[src/rtl/fetch_stage.sv]
// Instruction-fetch stage: owns the PC, drives the instruction-memory address,
// and loads the fetched word into the IF/ID register. Honours stall, EX-stage
// redirect, and stops fetching after a HALT opcode.
// Optional macro FETCH_PERF_EN adds fetch_count / bubble_count perf counters.
module fetch_stage #(
  parameter int unsigned          ADDR_W      = 8,
  parameter int unsigned          INSTR_W     = 16,
  parameter logic [ADDR_W-1:0]    RESET_PC    = '0,
  parameter logic [3:0]           HALT_OPCODE = 4'hF
) (
  input  logic               clk,
  input  logic               rst,
  input  logic               stall,
  input  logic               redirect,
  input  logic [ADDR_W-1:0]  redirect_pc,
  output logic [ADDR_W-1:0]  imem_addr,
  input  logic [INSTR_W-1:0] imem_rdata,
  output logic               ifid_valid,
  output logic [INSTR_W-1:0] ifid_instr,
  output logic [ADDR_W-1:0]  ifid_pc,
  output logic [ADDR_W-1:0]  ifid_pc_next,
`ifdef FETCH_PERF_EN
  output logic [15:0]        fetch_count,
  output logic [15:0]        bubble_count,
`endif
  output logic               halted
);

  typedef enum logic {RUN, HALTED} state_t;

  state_t             state, state_n;
  logic [ADDR_W-1:0]  pc, pc_n;
  logic               valid_n;
  logic [INSTR_W-1:0] instr_n;
  logic [ADDR_W-1:0]  ifid_pc_n, ifid_pc_next_n;
  logic               is_halt;
  logic               fetch_evt, bubble_evt;

  assign imem_addr = pc;
  assign halted    = (state == HALTED);
  assign is_halt   = (imem_rdata[INSTR_W-1 -: 4] == HALT_OPCODE);

  // Next-state logic with priority redirect > stall > normal advance.
  always_comb begin
    state_n        = state;
    pc_n           = pc;
    valid_n        = ifid_valid;
    instr_n        = ifid_instr;
    ifid_pc_n      = ifid_pc;
    ifid_pc_next_n = ifid_pc_next;
    fetch_evt      = 1'b0;
    bubble_evt     = 1'b0;
    if (redirect) begin
      pc_n       = redirect_pc;
      valid_n    = 1'b0;
      instr_n    = '0;
      state_n    = RUN;
      bubble_evt = 1'b1;
    end else if (!stall) begin
      if (state == RUN) begin
        instr_n        = imem_rdata;
        ifid_pc_n      = pc;
        ifid_pc_next_n = pc + ADDR_W'(1);
        valid_n        = 1'b1;
        fetch_evt      = 1'b1;
        if (is_halt) state_n = HALTED;
        else         pc_n    = pc + ADDR_W'(1);
      end else begin
        valid_n    = 1'b0;
        instr_n    = '0;
        bubble_evt = 1'b1;
      end
    end
  end

  // State, PC and IF/ID register update with synchronous reset.
  always_ff @(posedge clk) begin
    if (rst) begin
      state        <= RUN;
      pc           <= RESET_PC;
      ifid_valid   <= 1'b0;
      ifid_instr   <= '0;
      ifid_pc      <= '0;
      ifid_pc_next <= '0;
    end else begin
      state        <= state_n;
      pc           <= pc_n;
      ifid_valid   <= valid_n;
      ifid_instr   <= instr_n;
      ifid_pc      <= ifid_pc_n;
      ifid_pc_next <= ifid_pc_next_n;
    end
  end

`ifdef FETCH_PERF_EN
  // Saturating counters of loaded instructions and non-reset bubbles.
  always_ff @(posedge clk) begin
    if (rst) begin
      fetch_count  <= '0;
      bubble_count <= '0;
    end else begin
      if (fetch_evt && fetch_count != '1)   fetch_count  <= fetch_count + 16'd1;
      if (bubble_evt && bubble_count != '1) bubble_count <= bubble_count + 16'd1;
    end
  end
`else
  logic unused_evt;
  assign unused_evt = fetch_evt ^ bubble_evt;
`endif

endmodule

[config.mk]
export PLATFORM = sky130hd
export DESIGN_NAME = fetch_stage
export DESIGN_NICKNAME = d
export VERILOG_FILES = /design/src/rtl/fetch_stage.sv
export SDC_FILE = /design/constraint.sdc
export NUM_CORES = 1
export LEC_CHECK = 0
export BUFFER_PORTS_ARGS = -buffer_cell sky130_fd_sc_hd__buf_4
export CAP_MARGIN = 5
export CORE_UTILIZATION = 45
export CTS_CLUSTER_DIAMETER = 30
export DETAILED_ROUTE_END_ITERATION = 16
export GPL_TIMING_DRIVEN = 1
export HOLD_SLACK_MARGIN = 0.06
export PLACE_DENSITY_LB_ADDON = 0.05
export SKIP_LAST_GASP = 1
export SYNTH_ARGS = -nofsm -noshare
export SYNTH_HDL_FRONTEND = slang
export SYNTH_SLANG_ARGS = --single-unit
[constraint.sdc]
create_clock -name clk -period 4.8 [get_ports clk]
set_clock_uncertainty 0.2 [all_clocks]
set_input_delay 0.24 -clock clk [delete_from_list [all_inputs] [get_ports clk]]
set_output_delay 0.24 -clock clk [all_outputs]
set_load 0.1 [all_outputs]
# After elaboration in Yosys (flattened, before gate mapping)
# Index checks and enable logic that the tools add are counted.
dict set report word_totals {
  regBits 42
  elab_cells 25
}
dict set report op_classes {
  addsub 1
  eq_ne 4
  muxes 8
  bitwise_logic 3
  n_reduce_logical 3
}
# operator n
set op_table {}
lappend op_table {{$mux 8} 4}
lappend op_table {{$mux 16} 1}
lappend op_table {{$add 8x1->8 const B} 1}
lappend op_table {{$reduce_and 3->1} 2}
lappend op_table {{$eq 4x4->1 const B} 1}
lappend op_table {{$ne 2x2->1 const B} 2}
lappend op_table {{$mux 1} 3}
lappend op_table {{$not 1->1} 3}
lappend op_table {{$ne 2x1->1 const B} 1}
lappend op_table {{$reduce_or 2->1} 1}

# Depth between registers and ports, before layout
# Gate-level depths: netlist of run 1.
dict set report depth {
  word_depth 5
  depth_mapped 5
  mapped_depth_nobuf 5
}

# Least setup slack after synthesis of run 1
# Ideal clock, no wire load.
dict set report synth_path {
  path_kind {register to register}
  startpoint {reg pc[0], in the netlist imem_addr[0]}
  endpoint {reg ifid_pc_next[6]}
  setup_ns 0.091
  arrival_ns 2.033
  setup_slack_ns 2.476
  path_stages_with_launch 5
  path_buffers 0
  period_less_slack_ns 2.324
  cell_sequence {dfxtp_1 ha_1 nand2_1 or3_1 a311oi_1}
}
dict set report synth_between {
  elab_chain_cells 1
}
# item line_no
set synth_lines {}
lappend synth_lines {{start: declaration} 32} ;# logic [ADDR_W-1:0] pc, pc_n;
lappend synth_lines {{start signal: assignment} 87} ;# pc <= pc_n;
lappend synth_lines {{$add 8x1->8} 63} ;# ifid_pc_next_n = pc + ADDR_W'(1);
lappend synth_lines {{end signal: assignment} 91} ;# ifid_pc_next <= ifid_pc_next_n;
lappend synth_lines {{end: declaration} 21} ;# output logic [ADDR_W-1:0] ifid_pc_next,
# Every way passes these cells.
# A chain may end at the register's enable or synchronous reset.

# Worst setup path in the final report of run 1
dict set report layout_path {
  startpoint {reg state, in the netlist halted}
  endpoint {reg ifid_pc_next[6]}
}
dict set report layout_between {
  elab_chain_cells 2
}
# item line_no
set layout_lines {}
lappend layout_lines {{start: declaration} 31} ;# state_t state, state_n;
lappend layout_lines {{start signal: assignment} 86} ;# state <= state_n;
lappend layout_lines {{$not 1->1 (no line)} -}
lappend layout_lines {{$reduce_and 3->1 (no line)} -}
# Every way passes these cells.

==> key figures, run 1 <==
Timing
  • Fin crit period: between 1500 and 2000 ps
  • Tightest Pin Transition: 1140 ps
  • Max Fclk: ~0.53 GHz
  • Setup_tns: 0 ps
  • Slew HR: around a quarter
  • Final setup fails: 0
  • Final hold vios: 0
  • Final worst setup slack: 2900 ps
  • Tcrit/Tclk final: between 30% and 40%
  • Min Hold Slack: around 77 ps
  • RSZ-0062 raised after global routing: no
  • Count of pins over their slew limit: 0

Routing
  • Drt drc: 0
  • Initial DRC count: 98
  • Drt pass-1 iters: 4
  • Routed vias/inst: between 5 and 6
  • Via count: approximately 1700
  • Routed WL per cell: ~13 um
  • Final ANT Viol Nets: 0
  • Final WL: 4.15 mm

Setup path
  • Crit-path max FO: 21
  • Crit. End Element: register
  • Register-to-register setup slack: ~2900 ps
  • CP required: about 4800 ps
  • Critical path type: reg2reg
  • Crit path DAT: approximately 1900 ps
  • CP Launch Type: register
  • Worst reg2reg path startpoint: halted
  • Reg2reg path depth: 3
  • Reg2reg end: ifid_pc_next[6]

Yosys
  • Register area share after synthesis: 50.0%
  • Ys Warns: 0
  • Post-synth EDFFs: 0
  • Seq cells post-synth: 42
  • Area of the mapped netlist: 0.00168 sq mm
  • Top cells by area, synth: dfxtp_1, a22oi_1, nor2_1, nand2_1, a21oi_1
  • Average instance area after synthesis: roughly 8.6 sq um
  • Async SR Flop Fraction: 0%
  • Most area-hungry cell type in the Yosys netlist: dfxtp_1
  • Post-synthesis cell count: 195
  • Count of different cell masters after synthesis: 32
  • Syn Nets: about 220
  • Synth Flop Type: dfxtp_1
  • Top-area cell type share of the netlist area: 50.0%

Placed design
  • Pre-CTS WS: around 2800 ps
  • Placed cells: 295
  • # port buffers: 69
  • Area of placed instances: 0.00219 sq mm
  • Final Wtd Congestion: about 0.78
  • Dpl hpwl: between 2 and 3 mm

CTS
  • Worst skew pair latency: ~300 ps
  • Post-CTS setup buffers: 0
  • Post-CTS sizing: 0
  • Clk sink count: 42
  • Htree depth: 2
  • Clk slew on worst S/H paths: around 80 ps
  • CTS tree: yes
  • CTS root buf: clkbuf_8
  • Deepest clock path buffer count: 2
  • Hold Buf Count CTS: 20
  • TritonCTS Buffers: 5

Global routing
  • GR Overflow Total: 0
  • Gr usage total: 22.3%
  • Initial antenna violation count: 0
  • Vias in the first global route: 1473
  • Met1 GRT Util: 27.3%
  • GR Util met3: 7.97%
  • First-pass GRT wire length: 6.91 mm
  • Pin count of the biggest net entering global routing: 27
  • Routing usage on met2: 36.2%
  • Top Usage Layer GRT: met2

Die
  • Initial core utilization: slightly below 50%
  • Die area: approximately 0.0040 sq mm
  • # rows: 21
  • Core ar.: 0.00347 sq mm
  • Die extent in y: between 60 and 70 um
  • Die Span X: between 60 and 70 um
  • Ports: 70

Status
  • Status: finished clean

Worst hold path
  • WHS Path Cells: 4
  • WHS Endpoint: imem_addr[6]
  • Hold path start: redirect_pc[6]
  • Worst hold path type: in2reg

Power and ir drop
  • Peak VDD IR: 0.282 mV
  • Lkg Pwr: 0.00107 uW
  • Power per cell area: 351 mW/mm^2

Final layout
  • Layout cells sized above 1: between 20% and 30%
  • Area delta synth->final: 48.7%
  • Antenna fix cells: 0
  • Final #Nets: 305
  • Design area: 0.00250 sq mm
  • Fin cells: 323

Job
  • Max_cap viols: 0
-- power breakdown --
group	total [uW]	internal (uW)	switching, uW	leakage, uW
Sequential	379	364	14.9	0.000344
Clock	273	155	118	0.0000514
Combinational	225	65.5	159	0.000671
-- area by class of cell --
class                      count  area (sq um)
inverter                       5          18.8
fill                         303           970
sequential                    42           841
clock inverter                 2          37.5
clock buffer                   6          72.6
timing repair buffer          90           726
tap                           46          57.6
multi-input combinational    132           746
-- synth_stat cells, types with 3 or more instances --
library cell,n
nand3_1,5
a22oi_1,18
nor3_1,3
o21a_1,3
a211oi_1,5
a21oi_1,14
xnor2_1,7
buf_2,4
nor2_1,32
clkbuf_1,9
nand2_1,22
nor2b_1,3
inv_1,5
dfxtp_1,42
-- registers in the layout (all words and copies together), names as in the netlist --
signal,flops
ifid_instr,16
ifid_pc_next,8
imem_addr,8
ifid_valid,1
ifid_pc,8
halted,1
-- logic make-up (layout without fill, tap and decap cells) --
kind of cell    count (synthesis)  count (layout)  share of synthesized area [%]
flops                          42              42                           50.0
xor+xnor                        8               8                           4.17
fa+ha+maj                       1               1                          0.744
buf+inv                        21             103                           5.58
simple gates                   75              75                           20.6
compound gates                 48              48                           18.9
-- placed cells by master (no fill, tap or decap), types with 5 or more instances in the layout --
cell type      instances
buf_4                 70
dfxtp_1               42
nor2_1                32
nand2_1               22
dlygate4sd3_1         20
a22oi_1               18
a21oi_1               14
xnor2_1                7
inv_1                  5
nand3_1                5
a211oi_1               5
clkbuf_8               5
-- worst max-delay path: stages, from the launching register on --
cell and delay (ps):
dfxtp_1 350, nor3_2 900, nor2_1 80, a311oi_1 280
-- layer usage --
metal	share of wire (%)	wire, um
met1	43	1800
met2	49	2050
met3	6.0	251
met4	1.3	55
met5	0	0
-- through the flow --
step / total power, uW / utilization [%]
2_1_floorplan: 547 / -
3_3_place_gp: 598 / 63.1
3_5_place_dp: 598 / 63.1
4_1_cts: 885 / 72.0
5_1_grt: 912 / 72.0
6_report: 876 / 72.0
-- how the worst max path moves through the flow --
stage	slack, ps	end	depth (start not counted)	startpoint
floorplan	2480	ifid_pc_next[6]	4	imem_addr[0]
detailed placement	2780	ifid_pc_next[6]	4	stall
global route	2740	ifid_pc_next[6]	3	halted
finish	2900	ifid_pc_next[6]	3	halted
CTS	2890	ifid_pc_next[6]	3	halted
global placement	2820	ifid_pc_next[6]	4	stall
(Power assumes the default switching activity.)
==> run 2: changes to the inputs <==
--- a/config.mk
+++ b/config.mk
@@ -7,7 +7,7 @@
 export LEC_CHECK = 0
 export BUFFER_PORTS_ARGS = -buffer_cell sky130_fd_sc_hd__buf_4
 export CAP_MARGIN = 5
-export CORE_UTILIZATION = 45
+export CORE_UTILIZATION = 42
 export CTS_CLUSTER_DIAMETER = 30
 export DETAILED_ROUTE_END_ITERATION = 16
 export GPL_TIMING_DRIVEN = 1
==> constraint.sdc (replaced) <==
create_clock -name clk -period 1.7 [get_ports clk]
set_clock_uncertainty 0.2 [all_clocks]
set_input_delay 0.085 -clock clk [delete_from_list [all_inputs] [get_ports clk]]
set_output_delay 0.085 -clock clk [all_outputs]
set_load 0.1 [all_outputs]
==> key figures, run 2 (synthesized netlist as in run 1, its figures left out) <==
Setup path
  • CP required: 1730 ps (was 4810 ps)
  • Worst path slowest cell: dlygate4sd3_1 (was nor3_2)
  • CP Launch Type: input pin (was register)
  • Worst reg2reg path startpoint: imem_addr[0] (was halted)
  • Critical path, cell by cell: dlygate4sd3_1 -> buf_4 -> or3_4 -> or3_4 -> o22ai_1 (was nor3_2 -> nor2_1 -> a311oi_1)
  • Reg2reg end: imem_addr[6] (was ifid_pc_next[6])
  • Register-to-register setup slack: 150 ps (was 2900 ps)
  • Crit path DAT: 1700 ps (was 1910 ps)
  • Critical path type: in2reg (was reg2reg)
  • Crit-path max FO: 19 (was 21)
  • WP buf/inv: 2 (was 0)
  • Max stage delay on crit path: 540 ps (was 900 ps)
  • Crit. End Element: register (unchanged)
  • Reg2reg path depth: 5 (was 3)
  • CP top delay family: buffers and inverters (was simple AND/OR/NAND/NOR gates)
  • Worst path most repeated cell: or3_4

Global routing
  • GR Overflow Total: 0 (unchanged)
  • Gr usage total: 23.2% (was 22.3%)
  • Pin count of the biggest net entering global routing: 27 (unchanged)
  • First-pass GRT wire length: 7.53 mm (was 6.91 mm)
  • Vias in the first global route: 1679 (was 1473)
  • Initial antenna violation count: 0 (unchanged)

Routing
  • Final WL: 4.42 mm (was 4.15 mm)
  • Routed WL per cell: 13.0 um (was 12.8 um)
  • Drt pass-1 iters: 4 (unchanged)
  • Final ANT Viol Nets: 0 (unchanged)
  • Drt drc: 0 (unchanged)
  • Initial DRC count: 75 (was 98)
  • Routed vias/inst: 5.03 (was 5.11)
  • Via count: 1715 (was 1650)

CTS
  • Worst skew pair latency: 300 ps (about the same)
  • Clk sink count: 42 (unchanged)
  • Deepest clock path buffer count: 2 (unchanged)
  • Clk slew on worst S/H paths: 70 ps (was 80 ps)
  • Htree depth: 2 (unchanged)
  • CTS root buf: clkbuf_8 (unchanged)
  • CTS tree: yes (unchanged)
  • TritonCTS Buffers: 5 (unchanged)

Die
  • Initial core utilization: 44.9% (was 48.4%)
  • # rows: 22 (was 21)
  • Ports: 70 (unchanged)
  • Die extent in y: 65.3 um (was 63.1 um)
  • Die Span X: 65.3 um (was 63.1 um)
  • Core ar.: 0.00374 sq mm (was 0.00347 sq mm)
  • Die area: 0.00426 sq mm (was 0.00398 sq mm)

Worst hold path
  • Worst hold path type: in2reg (unchanged)
  • WHS Path Cells: 5 (was 4)
  • Hold path start: stall (was redirect_pc[6])
  • WHS Endpoint: ifid_pc[2] (was imem_addr[6])

Timing
  • Final hold vios: 0 (unchanged)
  • Tightest Pin Transition: 623 ps (was 1140 ps)
  • Final setup fails: 0 (unchanged)
  • RSZ-0062 raised after global routing: yes (was no)
  • Slew HR: 58.3% (was 23.8%)
  • Max Fclk: ~0.60 GHz
  • Count of pins over their slew limit: 0 (unchanged)
  • Final worst setup slack: 22.7 ps (was 2900 ps)
  • Tcrit/Tclk final: 98.7%
  • Fin crit period: roughly 1700 ps

Power and ir drop
  • Lkg Pwr: 0.00114 uW (was 0.00107 uW)
  • Power per cell area: 894 mW/mm^2 (was 351 mW/mm^2)
  • Total Power: 2400 uW (was 876 uW)
  • Peak VDD IR: 0.538 mV (was 0.282 mV)

Placed design
  • Final Wtd Congestion: 0.729 (was 0.781)
  • Area of placed instances: 0.00227 sq mm (was 0.00219 sq mm)
  • Dpl hpwl: 2.87 mm (was 2.62 mm)
  • # port buffers: 69 (unchanged)
  • Pre-CTS WS: 138 ps (was 2780 ps)
  • Placed cells: 301 (was 295)

Final layout
  • Filler cell count: 304 (was 303)
  • Largest Register: ifid_instr (unchanged)
  • Antenna fix cells: 0 (unchanged)
  • Core Util, Final: 71.7% (was 72.0%)
  • Area delta synth->final: 59.8% (was 48.7%)
  • Most frequent cells in the layout: buf_4, dfxtp_1, nor2_1, dlygate4sd3_1, nand2_1 (was buf_4, dfxtp_1, nor2_1, nand2_1, dlygate4sd3_1)
  • Max reg flops: 16 (unchanged)
  • Commonest non-fill, non-tap cell in the layout: buf_4 (unchanged)
  • Layout cells sized above 1: 33.1% (was 29.2%)
  • Fin cells: 341 (was 323)
  • Final #Nets: 321 (was 305)
  • Design area: 0.00269 sq mm (was 0.00250 sq mm)
  • FF/Latch Area: 868 sq um (was 841 sq um)
  • Multi-input combinational cell area: 771 sq um (was 746 sq um)

Status
  • Status: finished clean (unchanged)

Job
  • Max_cap viols: 0 (unchanged)
-- run 2: cell count changes in the layout (fill, tap and decap cells not counted), moves of 4 or more --
cell           before  now
dlygate4sd3_1      20   32
dfxtp_4             0    7
buf_4              70   74
dfxtp_1            42   34
-- run 2: metal layers --
metal | global-route usage [%] | up-vias | part of all wire, %
li1 | - | 862 | -
met1 | 25.8 | 801 | 41
met2 | 41.1 | 44 | 52
met3 | 6.94 | 8 | 5.1
met4 | 8.97 | 0 | 1.6
met5 | 0 | - | 0
-- run 2: metrics by stage --
stage                     TNS (ps)  hold WS, ps
after floorplan                  0         29.1
after detailed placement         0          122
after global routing         -5.06         71.7
final                            0         59.3
after global placement           0          114
after CTS                        0         68.0
-- run 2: timing repair --
item / 4_1_cts / 5_1_grt
setup endpoints to repair: 0 / 2
buffers inserted: 0 / 0
hold endpoints to repair: 42 / 1
gates resized for setup: 0 / 2
hold buffers: 32 / 1
-- run 2: report_power, final --
part,switching [uW],internal (uW),total (uW)
Clock,331,327,658
Combinational,459,215,674
Sequential,42.5,1030,1070
-- run 2: worst max-delay path by stage --
stage	end	slack, ps	cells past startpoint	from
after floorplan	ifid_pc_next[6]	0.5	4	imem_addr[3]
after global placement	imem_addr[1]	150	4	halted
after detailed placement	imem_addr[1]	140	4	halted
after CTS	imem_addr[7]	3	5	stall
after global routing	imem_addr[3]	-5	6	imem_rdata[15]
final	imem_addr[7]	20	5	redirect
-- run 2: area by class of cell --
class,instances,area share [%]
clock inverters,1,0.186
multi-input cells,132,28.7
clock buffers,7,3.22
flip-flops and latches,42,32.3
repair buffers,106,32.6
well taps,48,2.24
inverters,5,0.699
-- run 2: worst min-delay path: stages --
cell     delay (ps)
buf_4           110
nor3_2           50
buf_4           160
nand2_1          60
a21oi_1          50
==> run 3: changes to the inputs <==
--- a/config.mk
+++ b/config.mk
@@ -7,7 +7,7 @@
 export LEC_CHECK = 0
 export BUFFER_PORTS_ARGS = -buffer_cell sky130_fd_sc_hd__buf_4
 export CAP_MARGIN = 5
-export CORE_UTILIZATION = 42
+export CORE_UTILIZATION = 45
 export CTS_CLUSTER_DIAMETER = 30
 export DETAILED_ROUTE_END_ITERATION = 16
 export GPL_TIMING_DRIVEN = 1
@@ -17,3 +17,4 @@
 export SYNTH_ARGS = -nofsm -noshare
 export SYNTH_HDL_FRONTEND = slang
 export SYNTH_SLANG_ARGS = --single-unit
+export TNS_END_PERCENT = 20
==> constraint.sdc (replaced) <==
create_clock -name clk -period 1.9 [get_ports clk]
set_clock_uncertainty 0.2 [all_clocks]
set_input_delay 0.095 -clock clk [delete_from_list [all_inputs] [get_ports clk]]
set_output_delay 0.095 -clock clk [all_outputs]
set_load 0.1 [all_outputs]
==> key figures, run 3 (synthesized netlist as in run 1, its figures left out) <==
Final layout
  • Final #Nets: 315 (was 321)
  • Commonest non-fill, non-tap cell in the layout: buf_4 (unchanged)
  • Multi-input combinational cell area: 746 sq um (was 771 sq um)
  • FF/Latch Area: 856 sq um (was 868 sq um)
  • Max reg flops: 16 (unchanged)
  • Layout cells sized above 1: 31.7% (was 33.1%)
  • Antenna fix cells: 0 (unchanged)
  • Most frequent cells in the layout: buf_4, dfxtp_1, nor2_1, dlygate4sd3_1, nand2_1 (unchanged)
  • Largest Register: ifid_instr (unchanged)
  • Area delta synth->final: 54.4% (was 59.8%)
  • Filler cell count: 271 (was 304)

Setup path
  • CP required: 1870 ps (was 1730 ps)
  • Critical path, cell by cell: dlygate4sd3_1 -> buf_4 -> nor2_1 -> nand2_1 -> a211oi_1 -> nor3_1 (was dlygate4sd3_1 -> buf_4 -> or3_4 -> or3_4 -> o22ai_1)
  • Crit. End Element: register (unchanged)
  • CP top delay family: buffers and inverters (unchanged)
  • Crit path DAT: 1780 ps (was 1700 ps)
  • Crit-path max FO: 21 (was 19)
  • Critical path type: in2reg (unchanged)
  • Worst path slowest cell: dlygate4sd3_1 (unchanged)
  • CP Launch Type: input pin (unchanged)
  • WP buf/inv: 2 (unchanged)
  • Max stage delay on crit path: 530 ps (was 540 ps)

Timing
  • Slew HR: 76.3% (was 58.3%)
  • Max Fclk: roughly 0.55 GHz
  • Final hold vios: 0 (unchanged)
  • Final setup fails: 0 (unchanged)
  • Tcrit/Tclk final: 94.9%
  • Tightest Pin Transition: 354 ps (was 623 ps)
  • Setup_tns: 0 ps (unchanged)
  • Count of pins over their slew limit: 0 (unchanged)
  • RSZ-0062 raised after global routing: no (was yes)
  • Fin crit period: roughly 1800 ps

Die
  • Ports: 70 (unchanged)
  • Die Span X: 63.1 um (was 65.3 um)
  • # rows: 21 (was 22)
  • Die extent in y: 63.1 um (was 65.3 um)
  • Die area: 0.00398 sq mm (was 0.00426 sq mm)
  • Initial core utilization: 48.4% (was 44.9%)
  • Core ar.: 0.00347 sq mm (was 0.00374 sq mm)

CTS
  • Worst skew pair latency: 290 ps (was 300 ps)
  • Clk slew on worst S/H paths: 80 ps (was 70 ps)
  • Post-CTS sizing: 0 (unchanged)
  • Deepest clock path buffer count: 2 (unchanged)
  • Post-CTS setup buffers: 0 (unchanged)
  • Clk sink count: 42 (unchanged)
  • Htree depth: 2 (unchanged)
  • TritonCTS Buffers: 5 (unchanged)
  • CTS tree: yes (unchanged)
  • CTS root buf: clkbuf_8 (unchanged)

Power and ir drop
  • Sw Ratio: 35.1% (was 34.7%)
  • Share of power burned in registers: 44.3% (was 44.5%)
  • Total Power: 2160 uW (was 2400 uW)
  • Power per cell area: 832 mW/mm^2 (was 894 mW/mm^2)
  • Lkg Pwr: 0.00111 uW (was 0.00114 uW)
  • Power share of the combinational group: 27.3% (was 28.1%)
  • Clock power frac: 28.3% (was 27.4%)
  • Pint: 1400 uW (was 1570 uW)
  • Net Switching: 757 uW (was 832 uW)
  • Peak VDD IR: 0.546 mV (was 0.538 mV)

Routing
  • Drt pass-1 iters: 4 (unchanged)
  • Initial DRC count: 76 (was 75)
  • Routed vias/inst: 5.12 (was 5.03)
  • Final WL: 4.50 mm (was 4.42 mm)
  • Drt drc: 0 (unchanged)
  • Routed WL per cell: 13.5 um (was 13.0 um)
  • Via count: 1706 (was 1715)
  • Final ANT Viol Nets: 0 (unchanged)

Global routing
  • Initial antenna violation count: 0 (unchanged)
  • Gr usage total: 23.8% (was 23.2%)
  • First-pass GRT wire length: 7.45 mm (was 7.53 mm)
  • Vias in the first global route: 1643 (was 1679)
  • GR Overflow Total: 0 (unchanged)
  • Pin count of the biggest net entering global routing: 27 (unchanged)

Placed design
  • Dpl hpwl: 2.81 mm (was 2.87 mm)
  • Final Wtd Congestion: 0.842 (was 0.729)
  • # port buffers: 69 (unchanged)

Worst hold path
  • Worst hold path type: in2reg (unchanged)

Status
  • Status: finished clean (unchanged)

Job
  • Max_cap viols: 0 (unchanged)
-- run 3: changes by cell type in the layout (fill, tap and decap cells not counted), sizes merged --
cell	delta
dlygate4sd3	-4
inv	+1
buf	-2
clkinv	-1
-- run 3: tightest hold or removal path, cell delays in order --
cell,delay (ps)
buf_4,100
buf_4,200
a221oi_1,110
-- run 3: layout make-up --
type	instances	share of cell area [%]
Sequential cell	42	33.0
Clock buffer	7	3.33
Inverter	5	0.724
Timing Repair Buffer	100	31.6
Clock inverter	1	0.338
Multi-Input combinational cell	132	28.8
Tap cell	46	2.22
-- run 3: final timing paths --
path / startpoint / end / slack (ps) / cells after the start
worst max-delay path: stall / imem_addr[1] / 100 / 6
worst min-delay path: redirect / imem_addr[3] / 70 / 3
worst max register to register: imem_addr[0] / ifid_pc_next[6] / 290 / 4
worst min register to register: ifid_pc[4] / ifid_pc[4] / 260 / 2
-- run 3: metal layers --
metal / share of wire [%] / up-vias / track usage, %
li1: - / 854 / -
met1: 42 / 796 / 26.0
met2: 51 / 52 / 44.5
met3: 5.9 / 4 / 7.25
met4: 0.96 / 0 / 5.23
met5: 0 / - / 0
-- run 3: power groups by stage --
stage | Clock, uW | Combinational (uW) | Sequential (uW)
6_report | 612 | 590 | 957
5_1_grt | 666 | 619 | 963
4_1_cts | 621 | 588 | 957
3_5_place_dp | 0 | 541 | 977
3_3_place_gp | 0 | 539 | 976
2_1_floorplan | 0 | 131 | 1250
-- run 3: metrics by stage --
| step | utilization [%] | area, sq um | setup WS [ps] | instances | hold slack [ps] |
|---|---|---|---|---|---|
| finish | 74.8 | 2590 | 97.7 | 333 | 65.9 |
| global route | 74.8 | 2590 | 11.7 | 333 | 73.9 |
| CTS | 74.8 | 2590 | 52.9 | 333 | 65.7 |
| detailed placement | 64.0 | 2220 | 295 | 297 | 136 |
| global placement | 64.0 | 2220 | 319 | 297 | 124 |
| floorplan | - | 1700 | 14.3 | 195 | 39.1 |
-- run 3: timing repair --
action / 4_1_cts / 5_1_grt
hold endpoints to repair: 42 / 0
hold buffers: 28 / 0
endpoints found under the setup margin: 0 / 2
